[config.mk]
export PLATFORM = sky130hd
export DESIGN_NAME = lcd_bus_reader
export DESIGN_NICKNAME = d
export VERILOG_FILES = /design/src/rtl/lcd_bus_pkg.sv /design/src/rtl/lcd_strobe_timer.sv /design/src/rtl/lcd_bus_reader.sv
export SDC_FILE = /design/constraint.sdc
export NUM_CORES = 1
export LEC_CHECK = 0
export BUFFER_PORTS_ARGS = -buffer_cell sky130_fd_sc_hd__buf_4
export CAP_MARGIN = 20
export CORE_MARGIN = 2
export CORE_UTILIZATION = 40
export DETAILED_ROUTE_END_ITERATION = 12
export PLACE_DENSITY = 0.59
export SLEW_MARGIN = 20
export SYNTH_ARGS = -nofsm -noshare
export SYNTH_HDL_FRONTEND = slang
export SYNTH_SLANG_ARGS = --single-unit
[constraint.sdc]
create_clock -name clk -period 3.4 [get_ports clk]
set_clock_uncertainty 0.05 [all_clocks]
set_input_delay 0.17 -clock clk [delete_from_list [all_inputs] [get_ports clk]]
set_output_delay 0.17 -clock clk [all_outputs]
set_load 0.02 [all_outputs]
[src/rtl/lcd_bus_pkg.sv]
// Shared types and constants for the LCD bus read engine.
// The timing defaults assume a 25 MHz clock, where one cycle is 40 ns.
package lcd_bus_pkg;

    typedef enum logic [2:0] {
        IDLE,
        REQ,
        CMD_LO,
        CMD_HI,
        TURN,
        RD_LO,
        RD_HI,
        RELEASE
    } lcd_rd_state_t;

    localparam int LCD_WR_LOW_CYC  = 1;
    localparam int LCD_WR_HIGH_CYC = 1;
    localparam int LCD_RD_LOW_CYC  = 2;
    localparam int LCD_RD_HIGH_CYC = 3;

    localparam logic [7:0] LCD_CMD_RDID   = 8'h04;
    localparam logic [7:0] LCD_CMD_RDSTAT = 8'h09;

    function automatic int cyc_max(input int a, input int b, input int c, input int d);
        int m;
        m = a;
        if (b > m) m = b;
        if (c > m) m = c;
        if (d > m) m = d;
        return m;
    endfunction

endpackage

[src/rtl/lcd_strobe_timer.sv]
// Phase timer shared by every strobe phase.
// Loading L-1 makes last rise in the L-th cycle of the phase.
module lcd_strobe_timer #(
    parameter int W = 3
) (
    input  logic         clk,
    input  logic         reset,
    input  logic         load,
    input  logic [W-1:0] load_val,
    output logic         last
);

    logic [W-1:0] cnt;

    always_ff @(posedge clk or posedge reset) begin
        if (reset) begin
            cnt <= '0;
        end else if (load) begin
            cnt <= load_val;
        end else if (cnt != '0) begin
            cnt <= cnt - W'(1);
        end
    end

    assign last = (cnt == '0);

endmodule

[src/rtl/lcd_bus_reader.sv]
// Read engine for the 8080-style LCD bus.
// It writes one command byte, performs the read strobes, and reports the captured bytes.
//   state   | meaning
//   IDLE    | waiting for start
//   REQ     | bus_req high, waiting for bus_gnt
//   CMD_LO  | command on db, lcd_wr low
//   CMD_HI  | lcd_wr high, command still driven
//   TURN    | db released, one cycle before the first read
//   RD_LO   | lcd_rd low, db sampled on the final edge
//   RD_HI   | lcd_rd high, byte reported in the first cycle
//   RELEASE | done pulse, bus dropped
module lcd_bus_reader
    import lcd_bus_pkg::*;
#(
    parameter int WR_LOW_CYC  = LCD_WR_LOW_CYC,
    parameter int WR_HIGH_CYC = LCD_WR_HIGH_CYC,
    parameter int RD_LOW_CYC  = LCD_RD_LOW_CYC,
    parameter int RD_HIGH_CYC = LCD_RD_HIGH_CYC,
    parameter int SKIP_DUMMY  = 1
) (
    input  logic       clk,
    input  logic       reset,
    input  logic       start,
    input  logic [7:0] cmd,
    input  logic [3:0] rd_len,
    output logic       busy,
    output logic [7:0] data,
    output logic       data_valid,
    output logic       done,
    output logic       abort,
    output logic       bus_req,
    input  logic       bus_gnt,
    output logic [7:0] lcd_db_out,
    output logic       lcd_db_oe,
    input  logic [7:0] lcd_db_in,
    output logic       lcd_wr,
    output logic       lcd_rd,
    output logic       lcd_d_c
);

    localparam int TW    = $clog2(cyc_max(WR_LOW_CYC, WR_HIGH_CYC, RD_LOW_CYC, RD_HIGH_CYC)) + 1;
    localparam int CNT_W = 5;

    localparam logic [TW-1:0] WR_LO_LD = TW'(WR_LOW_CYC - 1);
    localparam logic [TW-1:0] WR_HI_LD = TW'(WR_HIGH_CYC - 1);
    localparam logic [TW-1:0] RD_LO_LD = TW'(RD_LOW_CYC - 1);
    localparam logic [TW-1:0] RD_HI_LD = TW'(RD_HIGH_CYC - 1);

    lcd_rd_state_t state, state_nxt;
    logic [7:0]       cmd_q, cmd_nxt;
    logic [CNT_W-1:0] cnt_q, cnt_nxt;
    logic             dummy_q, dummy_nxt;
    logic             lost_q, lost_nxt, lost_any, in_xfer;
    logic [7:0]       data_nxt;
    logic             valid_nxt, abort_nxt;
    logic             tmr_load, tmr_last;
    logic [TW-1:0]    tmr_val;

    cyc_legal: assert property (@(posedge clk)
        (WR_LOW_CYC > 0) && (WR_HIGH_CYC > 0) && (RD_LOW_CYC > 0) && (RD_HIGH_CYC > 0))
        else $error("lcd_bus_reader: phase cycle counts must be nonzero");

    lcd_strobe_timer #(.W(TW)) u_timer (
        .clk      (clk),
        .reset    (reset),
        .load     (tmr_load),
        .load_val (tmr_val),
        .last     (tmr_last)
    );

    assign in_xfer  = state inside {CMD_LO, CMD_HI, TURN, RD_LO, RD_HI};
    // Once the grant is lost it stays lost, so the rest of the transaction winds down cleanly.
    assign lost_any = lost_q | (in_xfer & ~bus_gnt);

    always_comb begin
        state_nxt = state;
        cmd_nxt   = cmd_q;
        cnt_nxt   = cnt_q;
        dummy_nxt = dummy_q;
        lost_nxt  = lost_any;
        data_nxt  = data;
        valid_nxt = 1'b0;
        abort_nxt = 1'b0;
        tmr_load  = 1'b0;
        tmr_val   = '0;
        case (state)
            IDLE: begin
                if (start) begin
                    cmd_nxt   = cmd;
                    cnt_nxt   = {1'b0, rd_len} + CNT_W'(SKIP_DUMMY);
                    dummy_nxt = (SKIP_DUMMY != 0);
                    lost_nxt  = 1'b0;
                    state_nxt = REQ;
                end
            end
            REQ: begin
                if (bus_gnt) begin
                    state_nxt = CMD_LO;
                    tmr_load  = 1'b1;
                    tmr_val   = WR_LO_LD;
                end
            end
            CMD_LO: begin
                if (tmr_last) begin
                    state_nxt = CMD_HI;
                    tmr_load  = 1'b1;
                    tmr_val   = WR_HI_LD;
                end
            end
            CMD_HI: begin
                if (tmr_last) begin
                    state_nxt = (cnt_q == '0 || lost_any) ? RELEASE : TURN;
                end
            end
            TURN: begin
                if (lost_any) begin
                    state_nxt = RELEASE;
                end else begin
                    state_nxt = RD_LO;
                    tmr_load  = 1'b1;
                    tmr_val   = RD_LO_LD;
                end
            end
            RD_LO: begin
                if (tmr_last) begin
                    state_nxt = RD_HI;
                    tmr_load  = 1'b1;
                    tmr_val   = RD_HI_LD;
                    dummy_nxt = 1'b0;
                    if (!dummy_q && !lost_any) begin
                        data_nxt  = lcd_db_in;
                        valid_nxt = 1'b1;
                    end
                end
            end
            RD_HI: begin
                if (tmr_last) begin
                    cnt_nxt = cnt_q - CNT_W'(1);
                    if (cnt_nxt != '0 && !lost_any) begin
                        state_nxt = RD_LO;
                        tmr_load  = 1'b1;
                        tmr_val   = RD_LO_LD;
                    end else begin
                        state_nxt = RELEASE;
                    end
                end
            end
            RELEASE: state_nxt = IDLE;
            default: state_nxt = IDLE;
        endcase
        if (state_nxt == RELEASE && state != RELEASE) begin
            abort_nxt = lost_any;
        end
    end

    // Every pin is registered from the next-state value, so it changes together with the state.
    always_ff @(posedge clk or posedge reset) begin
        if (reset) begin
            state      <= IDLE;
            cmd_q      <= '0;
            cnt_q      <= '0;
            dummy_q    <= 1'b0;
            lost_q     <= 1'b0;
            busy       <= 1'b0;
            data       <= '0;
            data_valid <= 1'b0;
            done       <= 1'b0;
            abort      <= 1'b0;
            bus_req    <= 1'b0;
            lcd_db_out <= '0;
            lcd_db_oe  <= 1'b0;
            lcd_wr     <= 1'b1;
            lcd_rd     <= 1'b1;
            lcd_d_c    <= 1'b1;
        end else begin
            state      <= state_nxt;
            cmd_q      <= cmd_nxt;
            cnt_q      <= cnt_nxt;
            dummy_q    <= dummy_nxt;
            lost_q     <= lost_nxt;
            busy       <= !(state_nxt inside {IDLE, RELEASE});
            data       <= data_nxt;
            data_valid <= valid_nxt;
            done       <= (state_nxt == RELEASE);
            abort      <= abort_nxt;
            bus_req    <= !(state_nxt inside {IDLE, RELEASE});
            lcd_db_out <= (state_nxt inside {CMD_LO, CMD_HI}) ? cmd_nxt : 8'h00;
            lcd_db_oe  <= (state_nxt inside {CMD_LO, CMD_HI});
            lcd_wr     <= (state_nxt != CMD_LO);
            lcd_rd     <= (state_nxt != RD_LO);
            lcd_d_c    <= !(state_nxt inside {CMD_LO, CMD_HI});
        end
    end

endmodule

==> run_results.csv <==
group,metric,value,unit
status,status,"finished, final reports clean",
synth,synth-compound-area-share,14.6,%
power,pwr_density_cell,907,nW/um2
synth,yosysMostFrequentCell,"dfrtp_1",
drt,drtAntennaViolNets,0,
global_routing,grt_first_pass_wirelength,7.66,mm
drt,drtIter0Drc,41,
cts,cts_buffers,5,
cts,clkLatencyLatePin,300,ps
die,die_h,78.4,um
power,p_switching,1020,uW
placed_design,placed_area,2650,um2
drt,vias,1651,
synth,synth_mux_area_share,9.03,%
drt,vias_per_cell,5.14,
setup_path,worst_path_largest_cell_delay,650,ps
setup_path,worstSetupStartpoint,"state[1]$_DFF_PP0_",
setup_path,r2r_end,"bus_req$_DFF_PP0_",
run,drv_cap,0,
global_routing,grt_max_degree,46,
setup_path,crit_arrival,2910,ps
setup_path,cp-start-kind,"flip-flop",
placed_design,gp_congestion,0.867,
drt,wirelength_met1,2.01,mm
timing,setup_viol,0,
setup_path,endpoint_kind,"flip-flop",
synth,postSynthCellCount,197,
cts,cts_tree,"built",
timing,timing.final.crit_period,2740,ps
synth,synth_top_family_by_area,"simple AND/OR/NAND/NOR gates",
min_path,hold-path-endpoint,"cnt_q[0]$_DFFE_PP0P_",
setup_path,path_class,"reg2reg",
layout,syn2layout_area_growth,24.2,%
synth,yosysWarnings,0,
timing,max_slew_margin,58.4,%
drt,drc,0,
setup_path,critical_path_required,3580,ps
synth,synth_top_area_share,47.4,%
synth,yosysSeqAreaShare,51.0,%
power,pwr-share-comb,48.3,%
synth,synthArstFlopShare,100,%
timing,whs,15.1,ps
cts,clk_pin_slew,90,ps
die,die_area,6150,um2
cts,cts_root_buf,"clkbuf_8",
setup_path,path_cells,"inv_1 -> ha_1 -> or3_1 -> o221a_1 -> o21a_1 -> nor3_2 -> mux2i_1",
synth,synth_top_cell_by_area,"dfrtp_1",
min_path,min_path_type,"in2reg",
layout,finalInstanceArea,2750,um2
power,pwr-share-clk,13.5,%
synth,ys.flop_type,"dfrtp_1",
timing,drv_slew,0,
drt,dr.pass1.iters,4,
global_routing,grt_use_total,16.0,%
global_routing,antenna_found_initial,0,
min_path,whs_path_depth,2,
layout,final_nets,280,
timing,fin_setup_tns,0,ps
synth,synthTopCellsByArea,"dfrtp_1 (47%), mux2_2 (8.1%), ha_1 (4.5%), dfstp_2 (3.6%), nor2b_1 (3.1%)",
drt,top_layer,"met4",
drt,wl_per_cell,14.1,um
synth,synth-xor-area-share,1.19,%
die,core_area,5440,um2
timing,hold_viol,0,
cts,cts-hold-fix-buffers,1,
cts,post_cts_resized,0,
timing,timing.fmax,0.365,GHz
synth,synth-adder-area-share,4.52,%
power,power,2500,uW
layout,num_antenna_cells,0,
setup_path,r2r_slack,660,ps
placed_design,post-dp-hpwl,3.16,mm
placed_design,port_buffers,48,
setup_path,r2r_start,"state[1]$_DFF_PP0_",
timing,rsz0062_at_grt,"no",
drt,routed_wl,4.54,mm
cts,post_cts_buffers,0,
cts,htreeDepth,2,
power,internal_power,1480,uW
synth,synth_nets,229,
timing,min_period_over_period,80.5,%
cts,clk_path_buf_depth,2,
synth,avgSynthCellArea,11.2,um2
die,ios,49,
power,p_sw_share,40.8,%
global_routing,overflow,0,
setup_path,rr_worst_depth,7,
synth,netlist_area,2220,um2
layout,drive_gt1_share,35.3,%
power,p_seq_share,38.2,%
drt,wl_met3,222,um
die,initial_utilization,40.7,%
setup_path,crit_fanout,15,
timing,worstMarginPinSlew,619,ps
synth,synth.top_cells.by_count,"dfrtp_1 (42), mux2_2 (16), inv_1 (12), nor2_1 (12), nor2b_1 (11)",
power,ir_drop,379,uV
die,die_w,78.4,um
cts,cts.sink_count,45,
global_routing,first_global_vias,1598,
synth,yosys.area_share.simple,15.3,%
synth,ys_types,46,
synth,synth_edf_count,0,
min_path,hp-start,"rd_len[0]",
power,leakage,0.00131,uW
synth,synth_seq_cells,45,
setup_path,slowest_stage,"dfrtp_1",
die,num_rows,27,
drt,met2_wirelength,2.23,mm
[worst max path at each step]
stage | end | slack [ps] | depth (start not counted)
6_report | bus_req$_DFF_PP0_ | 660 | 7
5_1_grt | bus_req$_DFF_PP0_ | 480 | 7
4_1_cts | bus_req$_DFF_PP0_ | 670 | 7
3_5_place_dp | bus_req$_DFF_PP0_ | 700 | 7
3_3_place_gp | bus_req$_DFF_PP0_ | 780 | 7
2_1_floorplan | lcd_db_out[0]$_DFF_PP0_ | 990 | 9
[kinds of logic (layout without fill, tap and decap cells)]
group / count (synthesis) / after routing
muxes: 18 / 18
DFF: 45 / 45
AOI/OAI and AO/OA: 44 / 44
adders and majority gates: 8 / 8
buffers and inverters: 21 / 73
and+or+nand+nor: 58 / 58
xor gates and xnor gates: 3 / 3
[power groups by stage]
| stage | logic [uW] | registers (uW) | clock network (uW) |
|---|---|---|---|
| after floorplan | 800 | 1010 | 0 |
| after global placement | 1200 | 955 | 0 |
| after detailed placement | 1220 | 960 | 0 |
| after CTS | 1220 | 952 | 353 |
| after global routing | 1340 | 984 | 377 |
| final | 1210 | 953 | 336 |
[per-layer routing]
layer,up-vias,global-route usage [%]
met4,0,6.32
met1,801,20.6
met2,43,26.6
met5,-,0
met3,8,3.33
li1,799,-
[metrics by stage]
stage | instances | util (%) | setup WS, ps
finish | 321 | 50.6 | 664
global route | 321 | 50.6 | 476
CTS | 321 | 50.6 | 671
detailed placement | 312 | 48.7 | 703
global placement | 312 | 48.7 | 779
floorplan | 197 | - | 989
[registers in the layout, summed over array words and instances (netlist names)]
register,count
state,3
lcd_rd,1
done,1
lcd_wr,1
lcd_d_c,1
cmd_q,8
cnt_q,5
data_valid,1
dummy_q,1
data,8
lcd_db_oe,1
abort,1
u_timer.cnt,3
bus_req,1
lost_q,1
lcd_db_out,8
[area by class of cell]
| cell class | instances | area (um2) |
|---|---|---|
| Fill cell | 505 | 2690 |
| Multi-Input combinational cell | 131 | 996 |
| Tap cell | 72 | 90.1 |
| Clock inverter | 3 | 21.3 |
| Sequential cell | 45 | 1130 |
| Inverter | 12 | 45.0 |
| Clock buffer | 5 | 68.8 |
| Timing Repair Buffer | 53 | 400 |
[critical path, delay by kind of cell, from the launching register on]
kind | cells | cell delay (ps)
mux | 1 | 220
flops | 1 | 650
buf+inv | 1 | 210
fa+ha+maj | 1 | 280
simple gates | 2 | 760
compound gates | 2 | 490
[placed cells by master, fill, tap and decap left out, types with 2 or more instances in the layout]
cell type and n:
buf_4 52, o21a_1 2, xor2_1 3, a211oi_1 2, dfrtp_1 42, mux2i_1 2, and3b_1 2, or3_1 2
a21oi_1 7, dfstp_2 3, nand3_1 5, a22o_1 3, nor3_2 2, a211o_1 3, nor4_1 2, nand2_1 5
inv_1 11, nor2b_1 11, o21ai_0 10, mux2_2 16, o211ai_1 4, nor3_1 4, o21ba_2 2, ha_1 8
a21o_1 3, clkbuf_8 5, nor2_1 12, nand2b_1 5
Power figures use the tool's default switching activity.
